===== config.mk =====
export PLATFORM = sky130hd
export DESIGN_NAME = mem_port_arbiter_flat
export DESIGN_NICKNAME = d
export VERILOG_FILES = /design/src/rtl/mem_port_arbiter_if.sv /design/src/rtl/mem_port_arbiter.sv /design/src/flat_wrapper.sv
export SDC_FILE = /design/constraint.sdc
export NUM_CORES = 1
export LEC_CHECK = 0
export ABC_AREA = 1
export BUFFER_PORTS_ARGS = -buffer_cell sky130_fd_sc_hd__buf_2
export CAP_MARGIN = 20
export CORE_MARGIN = 2
export CORE_UTILIZATION = 35
export CTS_BUF_LIST = sky130_fd_sc_hd__clkbuf_8
export CTS_CLUSTER_DIAMETER = 40
export DETAILED_ROUTE_END_ITERATION = 7
export PLACE_DENSITY = 0.66
export REMOVE_ABC_BUFFERS = 1
export SYNTH_ARGS = -nofsm -noshare
export SYNTH_HDL_FRONTEND = slang
export SYNTH_SLANG_ARGS = --single-unit

===== constraint.sdc =====
create_clock -name clk -period 3.06 [get_ports clk]
set_input_delay 0.918 -clock clk [delete_from_list [all_inputs] [get_ports clk]]
set_output_delay 0.918 -clock clk [all_outputs]
set_load 0.005 [all_outputs]

===== src/rtl/mem_port_arbiter_if.sv =====
`default_nettype none
// ============================================================================
// Module   : mem_port_arbiter_if
// Purpose  : IF/MEM requester ports and shared memory bus of mem_port_arbiter.
// Revision : 1.0 - initial release
// ============================================================================
interface mem_port_arbiter_if #(
    parameter int ADDR_W = 32,
    parameter int DATA_W = 32
);
    logic                  if_req;
    logic [ADDR_W-1:0]     if_addr;
    logic [DATA_W-1:0]     if_rdata;
    logic                  if_stall;

    logic                  mem_req;
    logic                  mem_we;
    logic [DATA_W/8-1:0]   mem_be;
    logic [ADDR_W-1:0]     mem_addr;
    logic [DATA_W-1:0]     mem_wdata;
    logic [DATA_W-1:0]     mem_rdata;
    logic                  mem_stall;

    logic                  bus_req;
    logic                  bus_we;
    logic [DATA_W/8-1:0]   bus_be;
    logic [ADDR_W-1:0]     bus_addr;
    logic [DATA_W-1:0]     bus_wdata;
    logic [DATA_W-1:0]     bus_rdata;
    logic                  bus_ready;

    // Arbiter side
    modport slave (
        input  if_req, if_addr,
        output if_rdata, if_stall,
        input  mem_req, mem_we, mem_be, mem_addr, mem_wdata,
        output mem_rdata, mem_stall,
        output bus_req, bus_we, bus_be, bus_addr, bus_wdata,
        input  bus_rdata, bus_ready
    );

    // Pipeline stages plus memory side
    modport master (
        output if_req, if_addr,
        input  if_rdata, if_stall,
        output mem_req, mem_we, mem_be, mem_addr, mem_wdata,
        input  mem_rdata, mem_stall,
        input  bus_req, bus_we, bus_be, bus_addr, bus_wdata,
        output bus_rdata, bus_ready
    );
endinterface
`default_nettype wire


===== src/rtl/mem_port_arbiter.sv =====
`default_nettype none
// ============================================================================
// Module   : mem_port_arbiter
// Purpose  : Shares one single-ported memory between IF (fetch) and MEM (lw/sw),
//            MEM has fixed priority. Optional MEM_ARB_PERF_CNT_EN adds counters.
// Revision : 1.0 - initial release
// ============================================================================
module mem_port_arbiter #(
    parameter int ADDR_W = 32,
    parameter int DATA_W = 32
`ifdef MEM_ARB_PERF_CNT_EN
    ,
    parameter int CNT_W  = 16
`endif
) (
    input  wire               clk,
    input  wire               rst_n,
    mem_port_arbiter_if.slave bus_if
`ifdef MEM_ARB_PERF_CNT_EN
    ,
    input  wire               perf_clr,
    output logic [CNT_W-1:0]  perf_if_wait,
    output logic [CNT_W-1:0]  perf_mem_wait,
    output logic [CNT_W-1:0]  perf_conflict
`endif
);
    localparam int BE_W = DATA_W / 8;

    localparam logic [1:0] c_IDLE     = 2'd0;
    localparam logic [1:0] c_IF_BUSY  = 2'd1;
    localparam logic [1:0] c_MEM_BUSY = 2'd2;

    logic [1:0]        r_state;
    logic              r_we;
    logic [BE_W-1:0]   r_be;
    logic [ADDR_W-1:0] r_addr;
    logic [DATA_W-1:0] r_wdata;

    logic              w_idle;
    logic              w_pick_mem;
    logic              w_pick_if;
    logic              w_grant_mem;
    logic              w_grant_if;
    logic              w_if_stall;
    logic              w_mem_stall;
    logic              w_cmd_we;
    logic [BE_W-1:0]   w_cmd_be;
    logic [ADDR_W-1:0] w_cmd_addr;
    logic [DATA_W-1:0] w_cmd_wdata;

    assign w_idle      = (r_state == c_IDLE);
    assign w_pick_mem  = bus_if.mem_req;
    assign w_pick_if   = !bus_if.mem_req && bus_if.if_req;
    assign w_grant_mem = rst_n && ((w_idle && w_pick_mem) || (r_state == c_MEM_BUSY));
    assign w_grant_if  = rst_n && ((w_idle && w_pick_if)  || (r_state == c_IF_BUSY));
    assign w_if_stall  = rst_n && bus_if.if_req  && !(w_grant_if  && bus_if.bus_ready);
    assign w_mem_stall = rst_n && bus_if.mem_req && !(w_grant_mem && bus_if.bus_ready);

    // Command of the IDLE-state winner; loads always read the full word.
    always_comb begin
        w_cmd_we    = 1'b0;
        w_cmd_be    = '0;
        w_cmd_addr  = '0;
        w_cmd_wdata = '0;
        if (w_pick_mem) begin
            w_cmd_we    = bus_if.mem_we;
            w_cmd_be    = bus_if.mem_we ? bus_if.mem_be : '1;
            w_cmd_addr  = bus_if.mem_addr;
            w_cmd_wdata = bus_if.mem_wdata;
        end else if (w_pick_if) begin
            w_cmd_be    = '1;
            w_cmd_addr  = bus_if.if_addr;
        end
    end

    always_comb begin
        bus_if.bus_req   = 1'b0;
        bus_if.bus_we    = 1'b0;
        bus_if.bus_be    = '0;
        bus_if.bus_addr  = '0;
        bus_if.bus_wdata = '0;
        if (rst_n) begin
            if (w_idle) begin
                bus_if.bus_req   = w_pick_mem || w_pick_if;
                bus_if.bus_we    = w_cmd_we;
                bus_if.bus_be    = w_cmd_be;
                bus_if.bus_addr  = w_cmd_addr;
                bus_if.bus_wdata = w_cmd_wdata;
            end else begin
                bus_if.bus_req   = 1'b1;
                bus_if.bus_we    = r_we;
                bus_if.bus_be    = r_be;
                bus_if.bus_addr  = r_addr;
                bus_if.bus_wdata = r_wdata;
            end
        end
    end

    assign bus_if.if_stall  = w_if_stall;
    assign bus_if.mem_stall = w_mem_stall;
    assign bus_if.if_rdata  = w_grant_if  ? bus_if.bus_rdata : '0;
    assign bus_if.mem_rdata = w_grant_mem ? bus_if.bus_rdata : '0;

    // A started transfer always runs to bus_ready, even if its requester withdraws.
    always_ff @(posedge clk or negedge rst_n) begin
        if (!rst_n) begin
            r_state <= c_IDLE;
            r_we    <= 1'b0;
            r_be    <= '0;
            r_addr  <= '0;
            r_wdata <= '0;
        end else begin
            case (r_state)
                c_IDLE: begin
                    if ((w_pick_mem || w_pick_if) && !bus_if.bus_ready) begin
                        r_we    <= w_cmd_we;
                        r_be    <= w_cmd_be;
                        r_addr  <= w_cmd_addr;
                        r_wdata <= w_cmd_wdata;
                        r_state <= w_pick_mem ? c_MEM_BUSY : c_IF_BUSY;
                    end
                end
                c_IF_BUSY, c_MEM_BUSY: begin
                    if (bus_if.bus_ready) begin
                        r_state <= c_IDLE;
                    end
                end
                default: r_state <= c_IDLE;
            endcase
        end
    end

`ifdef MEM_ARB_PERF_CNT_EN
    logic [CNT_W-1:0] r_if_wait;
    logic [CNT_W-1:0] r_mem_wait;
    logic [CNT_W-1:0] r_conflict;
    logic             w_conflict;

    assign w_conflict    = w_idle && bus_if.if_req && bus_if.mem_req;
    assign perf_if_wait  = r_if_wait;
    assign perf_mem_wait = r_mem_wait;
    assign perf_conflict = r_conflict;

    // Saturating counters; clear takes precedence over counting.
    always_ff @(posedge clk or negedge rst_n) begin
        if (!rst_n) begin
            r_if_wait  <= '0;
            r_mem_wait <= '0;
            r_conflict <= '0;
        end else if (perf_clr) begin
            r_if_wait  <= '0;
            r_mem_wait <= '0;
            r_conflict <= '0;
        end else begin
            if (w_if_stall && (r_if_wait != '1)) begin
                r_if_wait <= r_if_wait + CNT_W'(1);
            end
            if (w_mem_stall && (r_mem_wait != '1)) begin
                r_mem_wait <= r_mem_wait + CNT_W'(1);
            end
            if (w_conflict && (r_conflict != '1)) begin
                r_conflict <= r_conflict + CNT_W'(1);
            end
        end
    end
`endif

endmodule
`default_nettype wire


===== src/flat_wrapper.sv =====
// flat-port wrapper written by rule: the top's interface ports become plain ports
module mem_port_arbiter_flat 
#(
    parameter int ADDR_W = 32,
    parameter int DATA_W = 32

)
  (clk, rst_n, bus_if_if_req, bus_if_if_addr, bus_if_if_rdata, bus_if_if_stall, bus_if_mem_req, bus_if_mem_we, bus_if_mem_be, bus_if_mem_addr, bus_if_mem_wdata, bus_if_mem_rdata, bus_if_mem_stall, bus_if_bus_req, bus_if_bus_we, bus_if_bus_be, bus_if_bus_addr, bus_if_bus_wdata, bus_if_bus_rdata, bus_if_bus_ready);
  mem_port_arbiter_if #(.ADDR_W(ADDR_W), .DATA_W(DATA_W)) bus_if_i ();
  input  wire clk;
  input  wire rst_n;
  input wire logic [$bits(bus_if_i.if_req)-1:0] bus_if_if_req;
  input wire logic [$bits(bus_if_i.if_addr)-1:0] bus_if_if_addr;
  output wire logic [$bits(bus_if_i.if_rdata)-1:0] bus_if_if_rdata;
  output wire logic [$bits(bus_if_i.if_stall)-1:0] bus_if_if_stall;
  input wire logic [$bits(bus_if_i.mem_req)-1:0] bus_if_mem_req;
  input wire logic [$bits(bus_if_i.mem_we)-1:0] bus_if_mem_we;
  input wire logic [$bits(bus_if_i.mem_be)-1:0] bus_if_mem_be;
  input wire logic [$bits(bus_if_i.mem_addr)-1:0] bus_if_mem_addr;
  input wire logic [$bits(bus_if_i.mem_wdata)-1:0] bus_if_mem_wdata;
  output wire logic [$bits(bus_if_i.mem_rdata)-1:0] bus_if_mem_rdata;
  output wire logic [$bits(bus_if_i.mem_stall)-1:0] bus_if_mem_stall;
  output wire logic [$bits(bus_if_i.bus_req)-1:0] bus_if_bus_req;
  output wire logic [$bits(bus_if_i.bus_we)-1:0] bus_if_bus_we;
  output wire logic [$bits(bus_if_i.bus_be)-1:0] bus_if_bus_be;
  output wire logic [$bits(bus_if_i.bus_addr)-1:0] bus_if_bus_addr;
  output wire logic [$bits(bus_if_i.bus_wdata)-1:0] bus_if_bus_wdata;
  input wire logic [$bits(bus_if_i.bus_rdata)-1:0] bus_if_bus_rdata;
  input wire logic [$bits(bus_if_i.bus_ready)-1:0] bus_if_bus_ready;
  assign bus_if_i.if_req = bus_if_if_req;
  assign bus_if_i.if_addr = bus_if_if_addr;
  assign bus_if_if_rdata = bus_if_i.if_rdata;
  assign bus_if_if_stall = bus_if_i.if_stall;
  assign bus_if_i.mem_req = bus_if_mem_req;
  assign bus_if_i.mem_we = bus_if_mem_we;
  assign bus_if_i.mem_be = bus_if_mem_be;
  assign bus_if_i.mem_addr = bus_if_mem_addr;
  assign bus_if_i.mem_wdata = bus_if_mem_wdata;
  assign bus_if_mem_rdata = bus_if_i.mem_rdata;
  assign bus_if_mem_stall = bus_if_i.mem_stall;
  assign bus_if_bus_req = bus_if_i.bus_req;
  assign bus_if_bus_we = bus_if_i.bus_we;
  assign bus_if_bus_be = bus_if_i.bus_be;
  assign bus_if_bus_addr = bus_if_i.bus_addr;
  assign bus_if_bus_wdata = bus_if_i.bus_wdata;
  assign bus_if_i.bus_rdata = bus_if_bus_rdata;
  assign bus_if_i.bus_ready = bus_if_bus_ready;
  mem_port_arbiter #(.ADDR_W(ADDR_W), .DATA_W(DATA_W)) u_core (.clk(clk), .rst_n(rst_n), .bus_if(bus_if_i));
endmodule

# Word level (Yosys, flattened, before mapping)
# Cells that the tools add are included.
# totals
regBits	71
output_inout_bits	136
inputBits	138
wordCells	55
# classes
reduce_logical	23
n_mux	23
n_eq_ne	4
# op_table
cell	n
$mux W32	9
$mux W4	5
$logic_and A1 B1 Y1	12
$mux W2	3
$mux W1	5
$logic_not A1 Y1	4
$ne A2 B2 Y1 const B	2
$pmux W2 S2	1
$reduce_and A2 Y1	2
$logic_or A1 B1 Y1	3
$eq A2 B1 Y1 const B	1
$eq A2 B2 Y1 const B	1
$logic_not A2 Y1	1
$reduce_or A2 Y1	1

# Depth between registers and ports, before layout
# depth
word_depth	8
depth_mapped	9
depth_no_buf	6

# Worst setup path after synthesis
# Ideal clock, no wire load.
# synth_path
path_kind	in2out
startpoint	input port bus_if_mem_req
endpoint	output port bus_if_mem_stall
setup_slack_ns	0.487
arrival_time_ns	1.655
required_ns	2.142
n_path_buf	3
cell_stages	5
cell_sequence	buf_6 buf_4 buf_2 inv_1 a211oi_1
# synth_between
elab_chain_len	6
word_cells_on_any_way	7
cone_classes	reduce/logical: 7
# synth_lines
element	line_no	text
start, declared	flat_wrapper.sv:16	input wire logic [$bits(bus_if_i.mem_req)-1:0] bus_if_mem_req;
$logic_and A1 B1 Y1	mem_port_arbiter.sv:54	assign w_grant_mem = rst_n && ((w_idle && w_pick_mem) || (r_state == c_MEM_BUSY));
$logic_or A1 B1 Y1	mem_port_arbiter.sv:54	
$logic_and A1 B1 Y1	mem_port_arbiter.sv:54	
$logic_and A1 B1 Y1	mem_port_arbiter.sv:57	assign w_mem_stall = rst_n && bus_if.mem_req && !(w_grant_mem && bus_if.bus_ready);
$logic_not A1 Y1	mem_port_arbiter.sv:57	
$logic_and A1 B1 Y1 (*)	mem_port_arbiter.sv:57	
end, declared	flat_wrapper.sv:22	output wire logic [$bits(bus_if_i.mem_stall)-1:0] bus_if_mem_stall;
# Every way passes the cells marked *; elsewhere a longest branch is shown, timed or not.

# Worst setup path in the final report
# layout_path
startpoint	input port bus_if_mem_req
endpoint	output port bus_if_bus_be[0]
# layout_between
elab_chain_len	6
# layout_lines
element	line_no	text
$logic_not A1 Y1	mem_port_arbiter.sv:53	assign w_pick_if = !bus_if.mem_req && bus_if.if_req;
$logic_and A1 B1 Y1	mem_port_arbiter.sv:53	
$mux W4	mem_port_arbiter.sv:70	end else if (w_pick_if) begin
$mux W4 (*)	mem_port_arbiter.sv:65	if (w_pick_mem) begin
$mux W4 (*)	mem_port_arbiter.sv:83	if (w_idle) begin
$mux W4 (*)	mem_port_arbiter.sv:82	if (rst_n) begin
end, declared	flat_wrapper.sv:25	output wire logic [$bits(bus_if_i.bus_be)-1:0] bus_if_bus_be;
# Marks and branches as above.

==> flow_metrics.py <==
metrics = {
    "drt": {
        "ant_nets": 0,
        "drc": 0,
        "route.met2.wl_um": 7534,
        "dr_total_vias": 5661,
        "drtPass1Iterations": 4,
        "top_layer_used": "met4",
        "wl_per_cell_um": 12.50,
        "wl_met1_um": 6553,
        "dr_wl_met3_um": 1061,
        "drt_iter0_markers": 277,
        "wl_um": 15410,
        "viasPerCell": 4.591,
    },
    "place": {
        "dp_worst_setup_slack_ps": 163.3,
        "place_hpwl_um": 11570,
        "io_buffers": 273,
        "place.gp.congestion": 0.8545,
    },
    "setup_path": {
        "path_class": "input port to primary output",
        "crit_path_end_kind": "primary output",
        "critPathLaunchType": "input port",
        "ff2ff_path_depth": 7,
        "crit_arrival_ps": 2020,
        "cp.required_ps": 2140,
        "critPathMaxFanout": 16,
    },
    "synthesis": {
        "syn_inst": 795,
        "yosys_warnings": 0,
        "netlist-cell-type-count": 22,
        "synth-seq-area-share": 0.3655,
        "synth_seq_cells": 71,
        "synth_area_per_cell_um2": 6.114,
        "syn_area_um2": 4861,
    },
    "clock_tree": {
        "cts_sinks": 71,
        "clock_path_buffers": 2,
        "insertion_delay_ps": 340,
        "postCtsSetupBuffers": 0,
        "cts_max_level": 3,
        "cts_root_buffer": "clkbuf_8",
        "post_cts_resized": 0,
        "clk_pin_slew_ps": 70,
        "cts-buffers-inserted": 9,
        "cts_tree": "done",
        "cts_hold_buffers": 0,
    },
    "global_route": {
        "grt_usage": 0.1989,
        "grt_pass1_wl_um": 23440,
        "grt_pass1_vias": 4893,
        "antenna_found_initial": 0,
        "grt_max_degree": 71,
        "grt-ovfl-total": 0,
    },
    "finish": {
        "multi_input_area_um2": 2505,
        "drive_gt1_frac": 0.3023,
        "fin_util": 0.4780,
        "fill_cells": 1478,
        "finalNetCount": 1191,
        "synthToLayoutAreaGrowth_pct": 34.90,
        "regArea_um2": 1777,
    },
    "pwr": {
        "internal_power_uw": 2603,
        "combinationalPowerShare": 0.526,
        "p_sw_uw": 1953,
        "seqPwrFrac": 0.337,
        "clockPowerShare": 0.138,
        "p_leak_uw": 0.004187,
        "powerDensity_nw_per_um2": 694.7,
        "switching_share": 0.4287,
        "ir_drop_uv": 305.0,
    },
    "run": {
        "maxCapViolations": 0,
    },
    "timing": {
        "rsz0062_at_grt": "false",
        "fin_crit_ps": 2939,
        "fmax_ghz": 0.3403,
        "hold-worst-slack_ps": 416.9,
        "worst_slack_ps": 121.0,
        "setup-violations-final": 0,
        "slew_headroom": 0.6106,
        "worstMarginPinSlew_ps": 583.3,
        "finClkSkew_ps": 6.273,
        "hold_viol_final": 0,
        "fin_crit_sh": 0.9604,
        "report.final.slew_viol_count": 0,
    },
    "die": {
        "start_util": 0.3543,
        "core_area_um2": 13720,
        "dieArea_um2": 14850,
        "num_io_pins": 274,
        "die_y_um": 121.9,
        "die_w_um": 121.9,
        "rows": 43,
    },
    "min_path": {
        "holdCritPathClass": "input port to asynchronous set/reset pin",
    },
    "status": {
        "outcome": "finished clean",
    },
}
==> per-layer routing <==
metal  track usage  up-vias
li1              -     2944
met1        0.2461     2517
met2        0.3457      181
met3       0.03839       19
met4       0.06897        0
met5             0        -
==> kinds of logic (layout without fill, tap and decap cells) <==
| logic type | Yosys count | after routing | synth area share |
|---|---|---|---|
| buffers and inverters | 128 | 385 | 0.1218 |
| adder cells (fa/ha/maj) | 3 | 3 | 0.007723 |
| AND/OR/NAND/NOR | 474 | 474 | 0.3820 |
| flip-flops | 71 | 71 | 0.3655 |
| other | 0 | 1 | 0 |
| AO/OA/AOI/OAI | 119 | 119 | 0.1230 |
==> area by class of cell <==
| cell class | instances | share of cell area |
|---|---|---|
| antenna | 1 | 0.0003816 |
| clock inverter | 3 | 0.002099 |
| sequential | 71 | 0.2709 |
| tap | 180 | 0.03434 |
| clock buffer | 10 | 0.02099 |
| inverter | 74 | 0.04236 |
| multi-input combinational | 596 | 0.3820 |
| timing repair buffer | 298 | 0.2469 |
==> state kept, by name (all words and copies together) (netlist names) <==
register        count
u_core.r_wdata     32
u_core.r_state      2
u_core.r_addr      32
u_core.r_we         1
u_core.r_be         4
==> per-stage QoR <==
stage                     area (um2)  TNS [ps]  total power (uW)  cells
after global placement          6404         0              3926   1219
final                           6558         0              4556   1233
after detailed placement        6404         0              3965   1219
after floorplan                 4547   -284130              3108    741
after global routing            6555         0              5040   1232
after CTS                       6555         0              4618   1232
==> power groups by stage <==
stage / sequential, uW / combinational [uW] / clock, uW
after floorplan: 1510 / 1600 / 0
after global placement: 1530 / 2400 / 0
after detailed placement: 1540 / 2430 / 0
after CTS: 1530 / 2430 / 657
after global routing: 1580 / 2760 / 700
final: 1530 / 2400 / 626
==> layout by cell type (no fill, tap or decap), types with 2 or more instances in the layout <==
cell type    n
o21ai_1     14
buf_12       5
clkinv_2     2
ha_1         2
nand4_1      2
inv_1       72
nor2_1     128
clkbuf_8    10
a21oi_1     39
nand3_1     32
buf_4       21
nor2_4       3
dfrtp_1     71
buf_2      272
nand2_1    307
o21ai_0     65
inv_2        2
==> path summary, 6_finish.rpt <==
kind / startpoint / endpoint / slack (ps)
worst min-delay path: rst_n / u_core.r_wdata[17] / 420
max in group asynchronous: rst_n / u_core.r_wdata[30] / 1990
worst max-delay path: bus_if_mem_req / bus_if_bus_be[0] / 120
worst max register to register: u_core.r_state[0] / u_core.r_addr[18] / 890
worst min register to register: u_core.r_addr[6] / u_core.r_addr[6] / 480
min in group clk: u_core.r_addr[6] / u_core.r_addr[6] / 480
==> cell usage after synthesis <==
cell type	count	area share
a211oi_1	1	0.0015
a21oi_1	39	0.040
buf_1	1	0.00077
buf_2	27	0.028
buf_4	2	0.0031
buf_6	9	0.021
clkbuf_1	13	0.010
clkbuf_2	2	0.0021
clkinv_1	1	0.00077
dfrtp_1	71	0.37
ha_1	3	0.0077
inv_1	71	0.055
inv_2	2	0.0015
nand2_1	307	0.24
nand2_2	1	0.0013
nand2_4	1	0.0023
nand3_1	32	0.033
nand4_1	2	0.0026
nor2_1	128	0.099
nor2_4	3	0.0069
o21ai_0	65	0.067
o21ai_1	14	0.014
==> worst max-delay path, stage by stage <==
cell and delay (ps):
buf_2 220, buf_12 180, nand2_1 130, o21ai_0 280, a21oi_1 120, buf_2 160
No activity file was read; power rests on OpenSTA's default activity.
